$ cat src/rtl/axi_seq_pkg.sv
// axi_seq_pkg: shared FSM states, queued command record and AXI constants for the command sequencer
package axi_seq_pkg;
  typedef enum logic [1:0] {IDLE, WR_ACT, RD_ACT, DONE} state_t;
  typedef struct packed {
    logic        op;
    logic [31:0] addr;
    logic [7:0]  len;
    logic [1:0]  burst;
    logic [31:0] data;
    logic [3:0]  strb;
  } cmd_t;
  localparam logic       OP_WRITE  = 1'b1;
  localparam logic       OP_READ   = 1'b0;
  localparam logic [1:0] RESP_OKAY = 2'b00;
endpackage

$ cat src/rtl/axi_seq_fifo.sv
// axi_seq_fifo: command FIFO with registered full/empty; one slot stays open so full and empty differ by pointer compare
module axi_seq_fifo
  import axi_seq_pkg::*;
#(
  parameter int DEPTH = 4
) (
  input  logic clk,
  input  logic rst,
  input  logic push,
  input  logic pop,
  input  cmd_t din,
  output cmd_t dout,
  output logic full,
  output logic empty
);
  localparam int AW = $clog2(DEPTH);
  cmd_t mem [DEPTH];
  logic [AW-1:0] wp, rp, wp_n, rp_n;
  logic do_push, do_pop;
  assign do_push = push && !full;
  assign do_pop  = pop && !empty;
  assign wp_n    = wp + AW'(do_push);
  assign rp_n    = rp + AW'(do_pop);
  assign dout    = mem[rp];
  always_ff @(posedge clk or posedge rst)
    if (rst) begin
      wp    <= '0;
      rp    <= '0;
      full  <= 1'b0;
      empty <= 1'b1;
    end else begin
      wp    <= wp_n;
      rp    <= rp_n;
      full  <= wp_n + AW'(1) == rp_n;
      empty <= wp_n == rp_n;
    end
  always_ff @(posedge clk)
    if (do_push) mem[wp] <= din;
endmodule

$ cat src/rtl/axi_cmd_sequencer.sv
// axi_cmd_sequencer: queues AXI burst commands and issues them one at a time to the master,
// holding fields until completion and reporting status, errors, timeouts and a done count
module axi_cmd_sequencer
  import axi_seq_pkg::*;
#(
  parameter int DEPTH   = 4,
  parameter int TIMEOUT = 1024
) (
  input  logic        clk,
  input  logic        rst,
  input  logic        cmd_valid,
  output logic        cmd_ready,
  input  logic        cmd_op,
  input  logic [31:0] cmd_addr,
  input  logic [7:0]  cmd_len,
  input  logic [1:0]  cmd_burst,
  input  logic [31:0] cmd_data,
  input  logic [3:0]  cmd_strb,
  output logic        wr,
  output logic [31:0] wr_addr,
  output logic [7:0]  wr_burst_len,
  output logic [1:0]  wr_burst_type,
  output logic [31:0] wr_din,
  output logic [3:0]  wr_strbin,
  output logic        rd_go,
  output logic [31:0] rd_addr,
  output logic [7:0]  rd_burst_len,
  output logic [1:0]  rd_burst_type,
  input  logic        wr_done,
  input  logic        rd_done,
  input  logic [1:0]  resp,
  output logic        busy,
  output logic        txn_done,
  output logic        txn_err,
  output logic        timeout_flag,
  output logic [15:0] done_cnt
);
  localparam int TW = $clog2(TIMEOUT);
  state_t state;
  cmd_t cmd_in, head;
  logic [TW-1:0] tcnt;
  logic full, empty, pop, done_in, tmo, err_q;
  assign cmd_in = '{op: cmd_op, addr: cmd_addr, len: cmd_len, burst: cmd_burst, data: cmd_data, strb: cmd_strb};
  axi_seq_fifo #(.DEPTH(DEPTH)) u_fifo (
    .clk  (clk),
    .rst  (rst),
    .push (cmd_valid),
    .pop  (pop),
    .din  (cmd_in),
    .dout (head),
    .full (full),
    .empty(empty)
  );
  assign cmd_ready = !full;
  assign pop       = state == IDLE && !empty;
  assign done_in   = (state == WR_ACT && wr_done) || (state == RD_ACT && rd_done);
  assign tmo       = (state == WR_ACT || state == RD_ACT) && !done_in && tcnt == TW'(TIMEOUT - 1);
  assign wr        = state == WR_ACT;
  assign rd_go     = state == RD_ACT;
  assign busy      = state != IDLE || !empty;
  assign txn_done  = state == DONE;
  assign txn_err   = txn_done && err_q;
  always_ff @(posedge clk or posedge rst)
    if (rst) begin
      state         <= IDLE;
      tcnt          <= '0;
      err_q         <= 1'b0;
      timeout_flag  <= 1'b0;
      done_cnt      <= '0;
      wr_addr       <= '0;
      wr_burst_len  <= '0;
      wr_burst_type <= '0;
      wr_din        <= '0;
      wr_strbin     <= '0;
      rd_addr       <= '0;
      rd_burst_len  <= '0;
      rd_burst_type <= '0;
    end else if (pop) begin
      state <= head.op == OP_READ ? RD_ACT : WR_ACT;
      tcnt  <= '0;
      if (head.op == OP_WRITE) begin
        wr_addr       <= head.addr;
        wr_burst_len  <= head.len;
        wr_burst_type <= head.burst;
        wr_din        <= head.data;
        wr_strbin     <= head.strb;
      end else begin
        rd_addr       <= head.addr;
        rd_burst_len  <= head.len;
        rd_burst_type <= head.burst;
      end
    end else if (done_in || tmo) begin
      state        <= DONE;
      err_q        <= done_in ? resp != RESP_OKAY : 1'b1;
      timeout_flag <= timeout_flag | tmo;
      done_cnt     <= done_cnt + 16'd1;
    end else if (state == DONE) begin
      state <= IDLE;
    end else if (state != IDLE) begin
      tcnt <= tcnt + TW'(1);
    end
endmodule

$ cat config.mk
export PLATFORM = sky130hd
export DESIGN_NAME = axi_cmd_sequencer
export DESIGN_NICKNAME = d
export VERILOG_FILES = /design/src/rtl/axi_seq_pkg.sv /design/src/rtl/axi_seq_fifo.sv /design/src/rtl/axi_cmd_sequencer.sv
export SDC_FILE = /design/constraint.sdc
export NUM_CORES = 1
export LEC_CHECK = 0
export ABC_AREA = 0
export BUFFER_PORTS_ARGS = -buffer_cell sky130_fd_sc_hd__clkbuf_2
export CAP_MARGIN = 40
export CORE_ASPECT_RATIO = 1.5
export CORE_MARGIN = 2
export CORE_UTILIZATION = 35
export DETAILED_ROUTE_END_ITERATION = 12
export HOLD_SLACK_MARGIN = 0.12
export PLACE_DENSITY = 0.51
export SETUP_SLACK_MARGIN = 0.02
export SYNTH_ARGS = -nofsm -noshare
export SYNTH_HDL_FRONTEND = slang
export SYNTH_HIERARCHICAL = 1
export SYNTH_SLANG_ARGS = --single-unit
$ cat constraint.sdc
create_clock -name clk -period 17 [get_ports clk]
set_input_delay 1.7 -clock clk [delete_from_list [all_inputs] [get_ports clk]]
set_output_delay 1.7 -clock clk [all_outputs]
set_load 0.05 [all_outputs]
# After elaboration in Yosys (flattened, before gate mapping)
# Memory sizes are Yosys's and may differ from the RTL's.
# Index checks and enable logic that the tools add are counted.
[totals]
mem_count = 1
input_bits = 86
register_bits = 156
output_inout_bits = 143
ram_bits = 316
[op_classes]
n_bitwise = 3
n_reduce_logical = 24
muxes = 11
eq_ne = 8
add_sub_neg = 5
[memory_table]
columns = ["name", "words", "width", "read_ports", "rd_ports_with_merged_regs", "wr", "line_no", "text"]
rows = [
  ["u_fifo.mem", 4, 79, 1, 0, 1, "axi_seq_fifo.sv:17", "cmd_t mem [DEPTH];"],
]
[ops]
columns = ["op", "count"]
rows = [
  ["$mux W10", 4],
  ["$add A16 B1 Y16 const B", 1],
  ["$add A10 B1 Y10 const B", 1],
  ["$eq A10 B10 Y1 const B", 1],
  ["$logic_and A1 B1 Y1", 8],
  ["$mux W2", 4],
  ["$reduce_and A2 Y1", 3],
  ["$reduce_bool A2 Y1", 3],
  ["$add A2 B1 Y2", 2],
  ["$eq A2 B2 Y1", 2],
  ["$eq A2 B2 Y1 const B", 2],
  ["$logic_or A1 B1 Y1", 4],
  ["$ne A2 B1 Y1 const B", 2],
  ["$logic_not A1 Y1", 3],
  ["$mux W1", 3],
  ["$reduce_and A3 Y1", 1],
  ["$reduce_bool A3 Y1", 1],
  ["$add A2 B1 Y2 const B", 1],
  ["$eq A2 B1 Y1 const B", 1],
  ["$logic_not A2 Y1", 1],
  ["$not A1 Y1", 2],
  ["$or A1 B1 Y1", 1],
]

# Logic depth before layout (Yosys ltp)
# Gate-level depths: netlist (run 1).
[depth]
depth_word = 9
depth_mapped = 11
ltp_nobuf = 9

# Modules after synthesis
# The synthesis (run 1) kept the hierarchy.
[by_module_without_submodules]
columns = ["module", "seq_area_each_um2", "area_each_um2", "n_inst", "cells_per_inst"]
rows = [
  ["axi_seq_fifo", 9640.5, 11662.4, 1, 436],
  ["axi_cmd_sequencer", 3753.6, 5962.0, 1, 405],
]

# Worst setup path before layout (run 1)
# No wires, ideal clock.
[synth_timing]
path_type = "input port to flip-flop"
startpoint = "in cmd_valid"
endpoint = "mem u_fifo/mem[0][0] (netlist bit), enable pin"
n_path_buf = 0
arrival_ns = 7.717
setup_slack_ns = 8.654
path_stages = 2
setup_ns = 0.629
required_ns = 16.371
cell_sequence = "nor2b_1 nor3b_1"
[synth_between]
elab_chain_cells = 3
[synth_rtl]
columns = ["element", "line_no", "text"]
rows = [
  ["start: declaration", "axi_cmd_sequencer.sv:11", "input logic cmd_valid,"],
  ["$logic_and A1 B1 Y1", "axi_seq_fifo.sv:20", "assign do_push = push && !full;"],
  ["$mux W1", "axi_seq_fifo.sv:38", "if (do_push) mem[wp] <= din;"],
  ["$mux W1 (not written as such)", "axi_seq_fifo.sv:38", ""],
  ["end: declaration", "axi_seq_fifo.sv:17", ""],
]
# Every way passes these cells.

# Worst setup path in the final report (run 1)
[layout_timing]
startpoint = "in cmd_valid"
endpoint = "mem u_fifo/mem[1][51] (netlist bit), enable pin"
# The elaborated chain is that of the path after synthesis.

==> results.yml, run 1 <==
cells_and_area:
  final_common_cell: "edfxtp_1"
  layout.nets: 1192
  area_delta_synth_final_pct: 19.7
  final_layout_size_suffix_gt1_share_pct: 46.0
  layout_common_cells: "316 x edfxtp_1, 228 x clkbuf_2, 153 x dfrtp_1, 121 x mux2_2, 79 x mux4_2"
  utilization_pct: 42.5
  fillerInstances: 4474
  fin_cells: 1800
worst_setup_path:
  startpoint_type: "primary input"
  cp.required_ps: 17190
  worstSetupPathType: "primary input to flop"
  r2r-end: "wr_addr[24]"
  r2r-start: "state[0]"
  critPathArrivalTime_ps: 3700
  reg2reg_depth: 7
  regToRegSetupSlack_ps: 13750
  crit_fanout: 42
  cp-end-kind: "flop"
sta:
  clock.fmax_mhz: 285
  rsz0062_at_grt: "false"
  tightest_slew_ps: 779
  setup_tns_ps: 0
  finalHoldViolCount: 0
  post-route-min-period_ps: 3510
  fin_skew_ps: 16.7
  final-max-slew-violation-count: 0
  relSlewSlack_pct: 48.1
  layout_setup_ws_ps: 13490
  finalCritPeriodShare_pct: 20.6
  finalSetupViolCount: 0
placed_design:
  post-place-ws_ps: 12870
  place_congestion: 0.701
  hpwl_um: 24200
  io_buffers: 228
  dpl.cell_count: 1712
cts:
  clkSinkCount: 472
  clk_pin_slew_worst_paths_ps: 60
  clk-insertion-delay-late_ps: 570
  tritoncts: "done"
  cts_max_level: 2
  hold_buffers: 0
  clockRootBuffer: "clkbuf_16"
  clk_path_buf_depth: 3
  cts_resized: 0
  numCtsBuffers: 46
  cts_setup_buffers: 0
yosys:
  syn-cell-area_mm2: 0.0176
  seq_area_frac_synth_pct: 76.0
  synth_area_leader_cell: "edfxtp_1"
  syn_inst: 841
  syn_area_per_cell_um2: 21.0
  synth_cell_types: 40
  ys_warn_count: 6
  syn-num-nets: 936
  synth_top_area_share_pct: 53.8
  yosys-top-cells-area: "edfxtp_1 54%, dfrtp_1 22%, mux4_2 10%, mux2_2 7.7%, buf_2 0.65%"
  ys_seq_elements: 472
floorplan:
  die_area_mm2: 0.0522
  initial_core_util_pct: 35.5
  fp-row-count: 100
  die_x_um: 187
  ios: 229
  die_y_um: 279
  coreArea_mm2: 0.0497
global_route:
  grt_use_total_pct: 15.0
  gr-total-overflow: 0
  grt_pass1_wl_um: 58500
  grt_max_degree: 66
  grt_pass1_vias: 9363
  antenna_found_initial: 5
drt:
  drc: 0
  wl_per_cell_um: 21.6
  drtIter0Drc: 371
  dr_total_vias: 8710
  wl_um: 38900
  ant_nets: 0
  dr.pass1.iters: 4
  viasPerCell: 4.84
power:
  switching_power_mw: 1.66
  switching_share_pct: 38.3
  combPwrFrac_pct: 37.2
  p_int_mw: 2.67
  power_frac_seq_pct: 39.7
  leakage_nw: 7.89
  clockPowerShare_pct: 23.0
  ir_worst_vdd_uv: 117
  fin_total_pwr_mw: 4.33
  p_per_area_mw_per_mm2: 205
status:
  status: "complete, no violations"
worst_hold_path:
  min-delay-start: "timeout_flag"
  worstHoldPathType: "flop to flop"
  whs_path_depth: 1
  hold_end: "timeout_flag"
flow_run:
  max-cap-violations: 0
==> per-stage QoR <==
stage | area [um2] | hold WS [ps]
after floorplan | 17600 | 442
final | 21100 | 474
after global placement | 19500 | 464
after detailed placement | 19600 | 467
after CTS | 21100 | 482
after global routing | 21100 | 498
==> power by group through the flow <==
stage                     logic, mW  registers (mW)  clock network [mW]
after floorplan               0.720            2.23                   0
after global placement         1.60            1.76                   0
after detailed placement       1.65            1.75                   0
after CTS                      1.65            1.73                1.04
after global routing           1.71            1.76                1.08
final                          1.61            1.72               0.997
==> how the worst max path moves through the flow <==
stage                   start                 to  slack (ps)
detailed placement  cmd_valid  u_fifo/mem[1][59]       12870
global placement    cmd_valid  u_fifo/mem[1][52]       12930
floorplan           cmd_valid   u_fifo/mem[0][0]        8650
CTS                 cmd_valid  u_fifo/mem[1][58]       13490
global route        cmd_valid  u_fifo/mem[1][68]       13420
finish              cmd_valid  u_fifo/mem[1][51]       13490
==> cell usage after synthesis (all sizes together) <==
master,n
and2,4
dfrtp,155
nor3b,1
edfxtp,316
buf,28
xor2,5
mux4,79
nor4,3
o31ai,8
nand2,16
nand2b,4
clkbuf,8
ha,9
and4,3
mux2i,1
nor3,1
and3b,2
o31a,1
a31oi,2
nand4,7
o21ai,13
mux2,121
dfstp,1
nand3,12
a22oi,1
a21oi,4
nor2,8
xnor2,13
inv,8
nor2b,2
and3,3
a31o,1
or3,1
==> final cells by class <==
type,count,area (um2),share of cell area [%]
Sequential cell,472,13400,63.5
Multi-Input combinational cell,325,4030,19.1
Timing Repair Buffer,244,1330,6.31
Clock buffer,60,1230,5.86
Tap cell,663,830,3.93
Clock inverter,25,223,1.06
Inverter,8,35.0,0.166
Antenna cell,3,7.51,0.0356
==> flip-flops by register name (all words and copies together) (netlist names) <==
signal,flops
wr_burst_type,2
u_fifo/wp,2
rd_addr,32
u_fifo/empty,1
rd_burst_len,8
wr_burst_len,8
wr_addr,32
u_fifo/mem,316
u_fifo/full,1
wr_din,32
u_fifo/rp,2
state,2
done_cnt,16
wr_strbin,4
tcnt,10
timeout_flag,1
err_q,1
rd_burst_type,2
==> layer usage <==
| metal | share of wire, % | global-route usage (%) | up-vias |
|---|---|---|---|
| met5 | 0.082 | 0 | - |
| met4 | 3.2 | 5.64 | 4 |
| met3 | 4.5 | 3.32 | 70 |
| met2 | 54 | 27.7 | 196 |
| met1 | 38 | 16.8 | 4588 |
| li1 | - | - | 3852 |
==> cells by family (layout without fill, tap and decap cells) <==
| group | count (synthesis) | in the layout | synth area share, % |
|---|---|---|---|
| AO/OA/AOI/OAI | 30 | 30 | 1.04 |
| flip-flops | 472 | 472 | 76.0 |
| other | 0 | 3 | 0 |
| multiplexers | 201 | 201 | 17.9 |
| adder cells (fa/ha/maj) | 9 | 9 | 0.639 |
| buffers and inverters | 44 | 337 | 1.35 |
| XOR/XNOR | 18 | 18 | 0.894 |
| AND/OR/NAND/NOR | 67 | 67 | 2.20 |
==> worst max-delay path: stages <==
cell,delay (ps)
clkbuf_2,70
nor2b_1,400
and3b_4,750
buf_4,690
No activity file was read; power rests on OpenSTA's default activity.
==> inputs of run 2 (changes only) <==
==> constraint.sdc (replaced) <==
create_clock -name clk -period 3.4 [get_ports clk]
set_input_delay 0.34 -clock clk [delete_from_list [all_inputs] [get_ports clk]]
set_output_delay 0.34 -clock clk [all_outputs]
set_load 0.05 [all_outputs]
==> run 2 against run 1 <==
  * Setup slack got worse by 13000 ps
  * Combinational power increased to 5.1 times the previous value
  * Critical path depth increased by 5
  * Global-route usage about the same
  * Non-clock buffer count increased by 84
  * Flip-flop and latch count unchanged
  * Routed wire length decreased by 1.9%
  * Final cell count increased by 4.7%
  * First-iteration DRC count increased by 13%
==> results.yml, run 2 (synthesis results as in run 1) <==
status:
  status: "complete, no violations"
cts:
  clockRootBuffer: "clkbuf_16"
  clk_path_buf_depth: 3
  cts_resized: 0
  clk_pin_slew_worst_paths_ps: 60
  numCtsBuffers: 47
  clk-insertion-delay-late_ps: 580
  tritoncts: "done"
  cts_max_level: 2
  clkSinkCount: 472
  cts_setup_buffers: 0
worst_setup_path:
  startpoint: "state[1]"
  crit_fanout: 11
  cp-end-kind: "flop"
  worstSetupPathType: "flop to flop"
  critPathArrivalTime_ps: 3030
  startpoint_type: "flop"
  r2r-start: "state[1]"
  cp.required_ps: 3880
power:
  switching_share_pct: 37.6
  switching_power_mw: 8.33
  clockPowerShare_pct: 24.5
  leakage_nw: 8.32
  ir_worst_vdd_uv: 636
  p_per_area_mw_per_mm2: 1000
  combPwrFrac_pct: 37.2
  p_int_mw: 13.8
  power_frac_seq_pct: 38.3
floorplan:
  ios: 229
  coreArea_mm2: 0.0497
  die_area_mm2: 0.0522
  initial_core_util_pct: 35.5
  fp-row-count: 100
  die_x_um: 187
  die_y_um: 279
global_route:
  grt_max_degree: 82
  grt_use_total_pct: 15.0
  antenna_found_initial: 1
  gr-total-overflow: 0
  grt_pass1_vias: 10000
  grt_pass1_wl_um: 59400
sta:
  rsz0062_at_grt: "false"
  fin_skew_ps: 28.7
  finalHoldViolCount: 0
  setup_tns_ps: 0
  tightest_slew_ps: 829
  post-route-min-period_ps: 2550
  final-max-slew-violation-count: 0
  clock.fmax_mhz: 392
  finalSetupViolCount: 0
  layout_setup_ws_ps: 849
  finalCritPeriodShare_pct: 75.0
  relSlewSlack_pct: 44.8
drt:
  viasPerCell: 4.80
  dr.pass1.iters: 4
  ant_nets: 0
  wl_um: 38100
  dr_total_vias: 9046
  drtIter0Drc: 420
  drc: 0
  wl_per_cell_um: 20.2
cells_and_area:
  top_register: "u_fifo/mem"
  final_common_cell: "edfxtp_1"
  layout_common_cells: "316 x edfxtp_1, 228 x clkbuf_2, 153 x dfrtp_1, 121 x mux2_2, 82 x dlygate4sd3_1"
  area_delta_synth_final_pct: 25.5
  largest_reg_flops: 316
  layout.nets: 1277
  final_layout_size_suffix_gt1_share_pct: 43.4
placed_design:
  place_congestion: 0.684
  post-place-ws_ps: 864
  io_buffers: 228
  hpwl_um: 22900
flow_run:
  max-cap-violations: 0
worst_hold_path:
  worstHoldPathType: "primary input to asynchronous set/reset pin"
-- run 2: cell types whose count changed in the layout (fill, tap and decap cells not counted), moves of 3 or more --
cell	previous run	this run
dlygate4sd3_1	0	82
buf_12	1	7
bufinv_16	4	8
clkbuf_1	12	8
buf_16	3	0
clkinv_2	9	6
-- run 2: worst paths after layout --
kind	slack (ps)	endpoint	depth (start not counted)
worst max-delay path	850	u_fifo/full	9
worst min-delay path	280	u_fifo/rp[1]	3
worst max register to register	850	u_fifo/full	9
worst min register to register	470	done_cnt[15]	1
max in group asynchronous	2490	wr_addr[16]	4
min in group clk	290	timeout_flag	3
-- run 2: stage by stage --
stage / std cells / hold slack [ps] / total power [mW] / instance area (um2) / util, %
after floorplan: 841 / 130 / 14.7 / 17600 / -
after global placement: 1714 / 294 / 16.9 / 19700 / 39.6
after detailed placement: 1714 / 298 / 17.0 / 19700 / 39.6
after CTS: 1883 / 256 / 22.6 / 22100 / 44.5
after global routing: 1884 / 274 / 23.3 / 22100 / 44.5
final: 1884 / 275 / 22.2 / 22100 / 44.5
-- run 2: area by class of cell --
type	instances	area, um2
fill	4383	27600
sequential	472	13400
multi-input combinational	325	4040
timing repair buffer	328	2180
clock buffer	59	1270
tap	663	830
clock inverter	28	352
inverter	8	33.8
antenna	1	2.50
-- run 2: repair_timing --
action | in CTS | in global routing
setup endpoints to repair | 0 | 0
hold buffers | 82 | 0
hold endpoints to repair | 473 | 0
-- run 2: metal layers --
layer	global-route usage (%)	part of all wire (%)	vias up	routed length [um]
li1	-	-	4023	-
met1	16.8	39	4789	14700
met2	28.2	55	180	20900
met3	3.12	4.2	54	1620
met4	4.64	2.2	0	821
met5	0	0	-	0
-- run 2: critical path, cell delays in order, from the launching register on --
cell      delay (ps)
dfrtp_1          430
inv_1            110
ha_1             220
nand2b_1         220
inv_1            460
nor2b_1          220
ha_1             170
xor2_1           210
xor2_1           220
mux2i_1          200
-- run 2: power by group through the flow --
stage	clock network (mW)	logic (mW)	registers [mW]
3_3_place_gp	0	8.31	8.56
2_1_floorplan	0	3.61	11.1
6_report	5.44	8.24	8.48
4_1_cts	5.62	8.46	8.51
3_5_place_dp	0	8.37	8.62
5_1_grt	5.84	8.79	8.66
==> inputs of run 3 (changes only) <==
==> constraint.sdc (replaced) <==
create_clock -name clk -period 2.48 [get_ports clk]
set_input_delay 0.248 -clock clk [delete_from_list [all_inputs] [get_ports clk]]
set_output_delay 0.248 -clock clk [all_outputs]
set_load 0.05 [all_outputs]
==> run 3 against run 2 <==
  * Routed wire length decreased by 0.58%
  * Non-clock buffer count increased by 11
  * Global-route usage decreased by 0.22 points
  * Largest power group is now combinational cells
  * Design area increased by 0.83%
  * Clock skew decreased by 4.6 ps
  * Fmax increased by 13%
  * First-iteration DRC count decreased by 12%
  * Critical path type unchanged
  * Sequential power increased by 36%
  * Register-to-register slack got worse by 630 ps
  * Critical path depth decreased by 1
==> results.yml, run 3 (synthesis results as in run 1) <==
worst_setup_path:
  cp-end-kind: "flop"
  reg2reg_depth: 8
  cp.required_ps: 2920
  regToRegSetupSlack_ps: 210
  crit_fanout: 7
  r2r-start: "state[0]"
  r2r-end: "done_cnt[13]"
  startpoint_type: "flop"
  critPathArrivalTime_ps: 2700
  worstSetupPathType: "flop to flop"
cts:
  clockRootBuffer: "clkbuf_16"
  clkSinkCount: 472
  cts_max_level: 2
  numCtsBuffers: 47
  tritoncts: "done"
  clk_pin_slew_worst_paths_ps: 60
  clk-insertion-delay-late_ps: 570
  clk_path_buf_depth: 3
drt:
  drtIter0Drc: 369
  wl_um: 37900
  drc: 0
  dr.pass1.iters: 6
  dr_total_vias: 9121
  viasPerCell: 4.81
  wl_per_cell_um: 20.0
  ant_nets: 0
power:
  switching_share_pct: 37.5
  combPwrFrac_pct: 37.9
  switching_power_mw: 11.4
  fin_total_pwr_mw: 30.5
  ir_worst_vdd_uv: 680
  p_per_area_mw_per_mm2: 1370
  clockPowerShare_pct: 24.2
  power_frac_seq_pct: 37.9
  leakage_nw: 8.42
  p_int_mw: 19.0
cells_and_area:
  layout_common_cells: "316 x edfxtp_1, 228 x clkbuf_2, 153 x dfrtp_1, 121 x mux2_2, 82 x dlygate4sd3_1"
  area_delta_synth_final_pct: 26.5
  top_register: "u_fifo/mem"
  utilization_pct: 44.9
  final_common_cell: "edfxtp_1"
  layout.nets: 1288
  final_layout_size_suffix_gt1_share_pct: 44.6
  largest_reg_flops: 316
floorplan:
  initial_core_util_pct: 35.5
  ios: 229
  coreArea_mm2: 0.0497
  die_y_um: 279
  fp-row-count: 100
  die_area_mm2: 0.0522
  die_x_um: 187
global_route:
  grt_pass1_vias: 9969
  grt_pass1_wl_um: 59000
  gr-total-overflow: 0
  grt_util_met1_pct: 16.8
  grt.busiest_layer: "met2"
  grt_max_degree: 80
  grt_use_met2_pct: 27.6
  globalRouteMet3Util_pct: 2.53
  antenna_found_initial: 1
  grt_use_total_pct: 14.7
sta:
  finalCritPeriodShare_pct: 91.3
  final-max-slew-violation-count: 0
  fin_skew_ps: 24.2
  post-route-min-period_ps: 2270
  clock.fmax_mhz: 441
  worst_hold_slack_ps: 189
  finalHoldViolCount: 0
  layout_setup_ws_ps: 215
  tightest_slew_ps: 756
  finalSetupViolCount: 0
  relSlewSlack_pct: 49.5
  rsz0062_at_grt: "false"
worst_hold_path:
  hold_end: "timeout_flag"
  min-delay-start: "rd_done"
  worstHoldPathType: "primary input to flop"
  whs_path_depth: 3
status:
  status: "complete, no violations"
flow_run:
  max-cap-violations: 0
placed_design:
  io_buffers: 228
  place_congestion: 0.722
  hpwl_um: 23100
  post-place-ws_ps: 163
-- run 3: cell types whose count changed in the layout (fill, tap and decap cells not counted) --
cell	before	now
buf_2	0	1
inv_8	0	1
clkinv_4	0	1
nor2b_1	2	1
clkinvlp_4	4	2
buf_12	7	14
nor2b_2	0	1
clkbuf_8	3	14
clkinv_1	9	3
buf_4	11	14
bufinv_16	8	4
-- run 3: power groups by stage --
stage	Sequential (mW)	Combinational [mW]	Clock (mW)
global route	11.8	12.3	7.92
detailed placement	11.7	11.7	0
finish	11.5	11.6	7.38
global placement	11.6	11.6	0
CTS	11.6	11.8	7.64
floorplan	15.2	4.95	0
-- run 3: critical path, stage by stage (launching register included) --
cell	delay (ps)
dfrtp_1	410
inv_1	80
ha_1	280
nand3_1	120
o31a_1	280
buf_4	160
nor4_4	490
nand4_1	180
xnor2_1	160
-- run 3: worst max path at each step --
| stage | startpoint | end | depth (start not counted) |
|---|---|---|---|
| detailed placement | state[0] | tcnt[3] | 8 |
| floorplan | u_fifo/full | u_fifo/mem[0][0] | 2 |
| finish | state[0] | done_cnt[13] | 8 |
| global route | state[0] | tcnt[3] | 8 |
| global placement | state[0] | tcnt[4] | 7 |
| CTS | state[0] | tcnt[3] | 8 |
-- run 3: metrics by stage --
step,TNS [ps],instances,area (um2)
floorplan,-42890,841,17700
CTS,0,1894,22300
finish,0,1896,22300
global route,0,1896,22300
detailed placement,0,1724,19800
global placement,-1.57,1723,19800
-- run 3: layer usage --
layer,vias to the layer above,wire (um)
met5,-,0
met4,0,1210
met3,64,1480
met2,200,20700
met1,4819,14500
li1,4038,-
-- run 3: timing repair --
| item | CTS | global route |
|---|---|---|
| endpoints found under the hold margin | 344 | 0 |
| endpoints found under the setup margin | 0 | 3 |
| gates resized for setup | 0 | 0 |
| hold buffers | 82 | 0 |
| setup buffers | 0 | 1 |
-- run 3: layout make-up --
type,count,area (um2)
Sequential cell,472,13400
Multi-Input combinational cell,325,4040
Timing Repair Buffer,339,2350
Tap cell,663,830
Inverter,8,33.8
Fill cell,4379,27400
Clock buffer,70,1420
Antenna cell,1,2.50
Clock inverter,18,214
